===== config.mk =====
export PLATFORM = sky130hd
export DESIGN_NAME = gf2p2_sc_sq_iter
export DESIGN_NICKNAME = d
export VERILOG_FILES = /design/src/rtl/gf2p2_sc_sq_iter.sv
export SDC_FILE = /design/constraint.sdc
export NUM_CORES = 1
export LEC_CHECK = 0
export ABC_CLOCK_PERIOD_IN_PS = 2600
export BUFFER_PORTS_ARGS = -buffer_cell sky130_fd_sc_hd__buf_4
export CORE_ASPECT_RATIO = 0.75
export CORE_MARGIN = 3
export CORE_UTILIZATION = 55
export CTS_BUF_LIST = sky130_fd_sc_hd__clkbuf_16
export CTS_CLUSTER_SIZE = 12
export DETAILED_ROUTE_END_ITERATION = 8
export GPL_TIMING_DRIVEN = 0
export PLACE_DENSITY_LB_ADDON = 0.05
export SLEW_MARGIN = 0
export SYNTH_ARGS = -nofsm -noshare
export SYNTH_HDL_FRONTEND = slang
export SYNTH_SLANG_ARGS = --single-unit

===== constraint.sdc =====
create_clock -name clk -period 2.6 [get_ports clk]
set_input_delay 0.52 -clock clk [delete_from_list [all_inputs] [get_ports clk]]
set_output_delay 0.52 -clock clk [all_outputs]
set_load 0.01 [all_outputs]

===== src/rtl/gf2p2_sc_sq_iter.sv =====
// Iterative GF(2^2) lane processor: applies square, scale or square-then-scale to every lane
// a programmable number of times, with valid/ready handshakes on both sides.
module gf2p2_sc_sq_iter #(
  parameter int unsigned LANES = 4,
  parameter int unsigned CNT_W = 3
) (
  input  logic                 clk,
  input  logic                 rst_n,
  input  logic                 in_valid,
  output logic                 in_ready,
  input  logic [2*LANES-1:0]   in_data,
  input  logic [1:0]           in_mode,
  input  logic [CNT_W-1:0]     in_count,
  output logic                 out_valid,
  input  logic                 out_ready,
  output logic [2*LANES-1:0]   out_data,
  output logic                 busy
);

  typedef enum logic [1:0] {StIdle, StRun, StDone} state_e;

  state_e             state_q;
  logic [2*LANES-1:0] work_q;
  logic [2*LANES-1:0] work_step;
  logic [1:0]         mode_q;
  logic [CNT_W-1:0]   cnt_q;
  logic               in_ready_q;
  logic               out_valid_q;
  logic               busy_q;

  // One application of the latched operation to every lane; lanes are independent.
  always_comb begin
    work_step = work_q;
    for (int k = 0; k < int'(LANES); k++) begin
      unique case (mode_q)
        2'b00: work_step[2*k +: 2] = work_q[2*k +: 2];
        2'b01: work_step[2*k +: 2] = {work_q[2*k], work_q[2*k+1]};
        2'b10: work_step[2*k +: 2] = {work_q[2*k], work_q[2*k+1] ^ work_q[2*k]};
        2'b11: work_step[2*k +: 2] = {work_q[2*k+1], work_q[2*k] ^ work_q[2*k+1]};
      endcase
    end
  end

  always_ff @(posedge clk) begin
    if (!rst_n) begin
      state_q     <= StIdle;
      work_q      <= '0;
      mode_q      <= '0;
      cnt_q       <= '0;
      in_ready_q  <= 1'b1;
      out_valid_q <= 1'b0;
      busy_q      <= 1'b0;
    end else begin
      unique case (state_q)
        StIdle: begin
          if (in_valid) begin
            work_q     <= in_data;
            mode_q     <= in_mode;
            cnt_q      <= in_count;
            in_ready_q <= 1'b0;
            busy_q     <= 1'b1;
            if (in_count == '0) begin
              state_q     <= StDone;
              out_valid_q <= 1'b1;
            end else begin
              state_q <= StRun;
            end
          end
        end
        StRun: begin
          work_q <= work_step;
          cnt_q  <= cnt_q - CNT_W'(1);
          if (cnt_q == CNT_W'(1)) begin
            state_q     <= StDone;
            out_valid_q <= 1'b1;
          end
        end
        StDone: begin
          // Result and out_valid hold until downstream takes them.
          if (out_ready) begin
            state_q     <= StIdle;
            out_valid_q <= 1'b0;
            in_ready_q  <= 1'b1;
            busy_q      <= 1'b0;
          end
        end
        default: begin
          state_q     <= StIdle;
          out_valid_q <= 1'b0;
          in_ready_q  <= 1'b1;
          busy_q      <= 1'b0;
        end
      endcase
    end
  end

  assign in_ready  = in_ready_q;
  assign out_valid = out_valid_q;
  assign busy      = busy_q;
  assign out_data  = work_q;

endmodule


# Word level (Yosys, flattened, before mapping)
# Cells that the tools add are included.
# W data, S select, Z words.
[op_classes]
n_reduce_logical = 11
n_bitwise = 5
mux = 23
n_addsub = 1
n_eq_ne = 12
[ops]
columns = ["operator", "n"]
rows = [
  ["$pmux W2 S3", 5],
  ["$pmux W8 S2", 1],
  ["$ne A2 B2 Y1 const B", 6],
  ["$pmux W1 S3", 3],
  ["$reduce_and A3 Y1", 3],
  ["$mux W2", 4],
  ["$mux W8", 1],
  ["$reduce_and A4 Y1", 2],
  ["$mux W1", 7],
  ["$eq A2 B2 Y1 const B", 3],
  ["$pmux W3 S2", 1],
  ["$eq A2 B1 Y1 const B", 2],
  ["$logic_not A2 Y1", 2],
  ["$reduce_and A2 Y1", 2],
  ["$xor A1 B1 Y1", 4],
  ["$eq A3 B1 Y1 const B", 1],
  ["$logic_not A3 Y1", 1],
  ["$mux W3", 1],
  ["$sub A3 B1 Y3 const B", 1],
  ["$reduce_bool A2 Y1", 1],
  ["$not A1 Y1", 1],
]
[word_totals]
output_inout_bits = 11
wordCells = 60
register_bits = 18

# Depth between registers and ports, before layout
[logic_depth]
depth_word = 4
ltp_mapped = 5
ltp_nobuf = 5

# Worst setup path after synthesis
# OpenSTA, ideal clock, no wires.
[synth_path]
kind = "input-to-reg"
startpoint = "input port out_ready"
endpoint = "register state_q[0]"
n_path_buf = 0
slack_ps = 1339
arrival_ps = 1203
path_stages = 3
setup_ps = 58
cell_sequence = "mux2_2 > o22ai_1 > o221a_2"
[synth_between]
elab_chain_len = 2
[synth_lines]
columns = ["item", "line", "text"]
rows = [
  ["from (decl)", "15", "input logic out_ready,"],
  ["$ne A2 B2 Y1 (no line)", "n/a", ""],
  ["$reduce_and A3 Y1 (no line)", "n/a", ""],
  ["to (signal assigned)", "46", "state_q <= StIdle;"],
  ["to (signal assigned)", "63", "state_q <= StDone;"],
  ["to (signal assigned)", "66", "state_q <= StRun;"],
  ["to (decl)", "22", "state_e state_q;"],
]
# Every way passes these cells.
# A chain may end at the register's enable or synchronous reset.

# Final worst setup path
[layout_path]
startpoint = "register state_q[1]"
endpoint = "register work_q[3], in the netlist out_data[3]"
[layout_between]
elab_chain_len = 3
[layout_lines]
columns = ["item", "line", "text"]
rows = [
  ["$eq A2 B1 Y1 or $logic_not A2 Y1 (tied branches)", "54", "unique case (state_q)"],
  ["$ne A2 B2 Y1 (no line) or $reduce_bool A2 Y1 (tied branches)", "n/a", ""],
  ["$reduce_and A4 Y1 (no line)", "n/a", ""],
  ["to (signal assigned)", "57", "work_q <= in_data;"],
  ["to (signal assigned)", "71", "work_q <= work_step;"],
  ["to (decl)", "23", "logic [2*LANES-1:0] work_q;"],
]
# Parallel ways exist; a longest one is shown, timed or not.

==> run metrics <==
Synth warnings=0; Via Count=approximately 1100; grt met1 use=roughly 31%; Layout area overhead=29.5%; H-tree depth=1; 1st-pass router iterations=4; max_cap viols=0; max-slew violations=0; CP Launch Type=flip-flop; core area=around 1800 um^2; Worst-Margin Slew=about 0.53 ns; Yosys cell types=39; Root Driver=clkbuf_16; Placed Instances=170; Post-synth EDFFs=0; clock latency on the worst-skew pair=0.25 ns; Max transition margin=between 60 and 70%; worst min path class=reg -> reg; Max Fclk=between 700 and 800 MHz; GRT overflow=0; clock slew seen by the registers of the worst setup and hold paths=0.05 ns; Post-Layout Cell Count=174; Final HPWL DP=around 2.0 mm; share of cells above drive strength 1=about 29%; FP Rows=13; top-count cell post-synth=dfxtp_1; status=completed; Critical Path RT=around 2.7 ns; synth top area cells=dfxtp_1 (34%), nand2_1 (3.9%), and3b_1 (3.3%), o2111ai_1 (3.3%), o221ai_1 (3.3%); DIE AREA=about 2500 um^2; initial DRC count=between 70 and 80; RSZ-0062 raised after global routing=false; total CTS buffers=3; Worst EP arrival=1.49 ns; Starting Density=around three fifths; die height=43.8 um; WL/cell=roughly 16 um; I/O pin total=28; routed vias/inst=6.10; ANT nets after route=0; ys async rst share=0%; Tmin final=approximately 1.4 ns; post-route setup TNS=0 ns; CTS tree=yes; IO Port Bufs=27; largest net degree at the start of global routing=11; Die Wd=approximately 56 um; Hold-fix buffers, CTS=0; GR peak layer=met2; Crit Path Max Fanout=10; initial antenna violation count=0; Avg Inst Size Synth=between 8 and 9 um^2; vias in the first global route=a little over 900; pwr/cell area=~780 nW/um^2; met2 Track Usage GR=38.2%; cell accounting for the most synthesized area=dfxtp_1; fin crit share=~53%; Final setup viols=0; diodes inserted=0; Cells after Synth=about 120; first-pass GRT wire length=4.42 mm; Crit. End Element=flip-flop; commonest cells in the netlist=dfxtp_1 (18), nand2_1 (11), nor3_1 (6); Synth top area share=34.4%; Nets=172; Seq cells post-synth=18; Synth Flop Type=dfxtp_1; leakage=0.581 nW; CP Class=reg -> reg; Syn Nets=between 100 and 150; synthesized cell area=roughly 1000 um^2; met3 Track Usage GR=7.44%; Setup Buffers After CTS=0; drt drc=0; drt total wl=2.77 mm; Total GRT Usage=between 20% and 30%; CTS sink cnt=18; register area share after synthesis=34.4%; Gates resized, CTS repair=0; gpl congestion=0.863; clk_skew=0.00259 ns; Final Hold Violating Endpoints=0; Max IR drop VDD=about 0.00088 V; clk buf depth=2
-- flip-flops by register name, summed over array words and instances, names as in the netlist --
register   flops
out_valid      1
in_ready       1
cnt_q          3
state_q        2
busy           1
mode_q         2
out_data       8
-- report_power, final --
group / switching [mW] / internal (mW) / total [mW] / leakage (nW)
Sequential: 0.0504 / 0.329 / 0.380 / 0.149
Clock: 0.107 / 0.205 / 0.312 / 0.0385
Combinational: 0.183 / 0.185 / 0.368 / 0.393
-- critical path, stage by stage (launching register included) --
cell and delay, ns:
dfxtp_1 0.35, buf_6 0.15, o21ba_2 0.26, buf_6 0.14, o21a_1 0.22, a31oi_1 0.12
-- per-stage QoR --
stage               power, mW  utilization, %  area, um^2  hold slack, ns  worst slack, ns
CTS                      1.06            76.6        1360           0.459             1.25
finish                   1.06            76.6        1360           0.454             1.23
detailed placement      0.748            72.1        1280           0.444             1.12
global route             1.12            76.6        1360           0.475             1.12
global placement        0.732            72.1        1280           0.435             1.14
floorplan               0.614               -        1050           0.467             1.34
-- cell families after synthesis --
family                   Yosys count  synth area share, %
flip-flops                        18                 34.4
AND/OR/NAND/NOR                   43                 23.6
multiplexers                       4                 3.94
AO/OA/AOI/OAI                     39                 27.0
buffers and inverters             14                 7.88
adder cells (fa/ha/maj)            2                 2.39
XOR/XNOR                           1                0.835
-- area by class of cell --
type                            instances  area [um^2]
Multi-Input combinational cell         89          606
Fill cell                             135          415
Sequential cell                        18          360
Timing Repair Buffer                   27          203
Clock buffer                            3         75.1
Buffer                                  9         63.8
Tap cell                               22         27.5
Inverter                                5         18.8
Clock inverter                          1         3.75
-- layer usage --
layer | wire length (um) | part of all wire, % | vias to the layer above
li1 | - | - | 513
met1 | 1200 | 43 | 495
met2 | 1300 | 47 | 49
met3 | 237 | 8.6 | 4
met4 | 24 | 0.87 | 0
met5 | 0 | 0 | -
-- final timing paths --
kind | from | to | slack, ns | cells past startpoint
max reg2reg | state_q[1] | out_data[3] | 1.23 | 5
min reg2reg | in_ready | in_ready | 0.45 | 1
max | state_q[1] | out_data[3] | 1.23 | 5
min | in_ready | in_ready | 0.45 | 1
-- layout by cell type (no fill, tap or decap), drive strengths merged, types with 2 or more instances in the layout --
cell type / n
and3b: 4
nand3: 5
a21oi: 4
o221a: 2
o21a: 2
ha: 2
o2111ai: 4
a21boi: 4
a31oi: 4
o22ai: 5
nor2: 3
inv: 5
dfxtp: 18
nand2b: 5
nand2: 11
o21ai: 5
nor2b: 4
o221ai: 4
clkbuf: 4
buf: 34
mux2i: 3
nor3: 6
No activity file was read; power rests on OpenSTA's default activity.
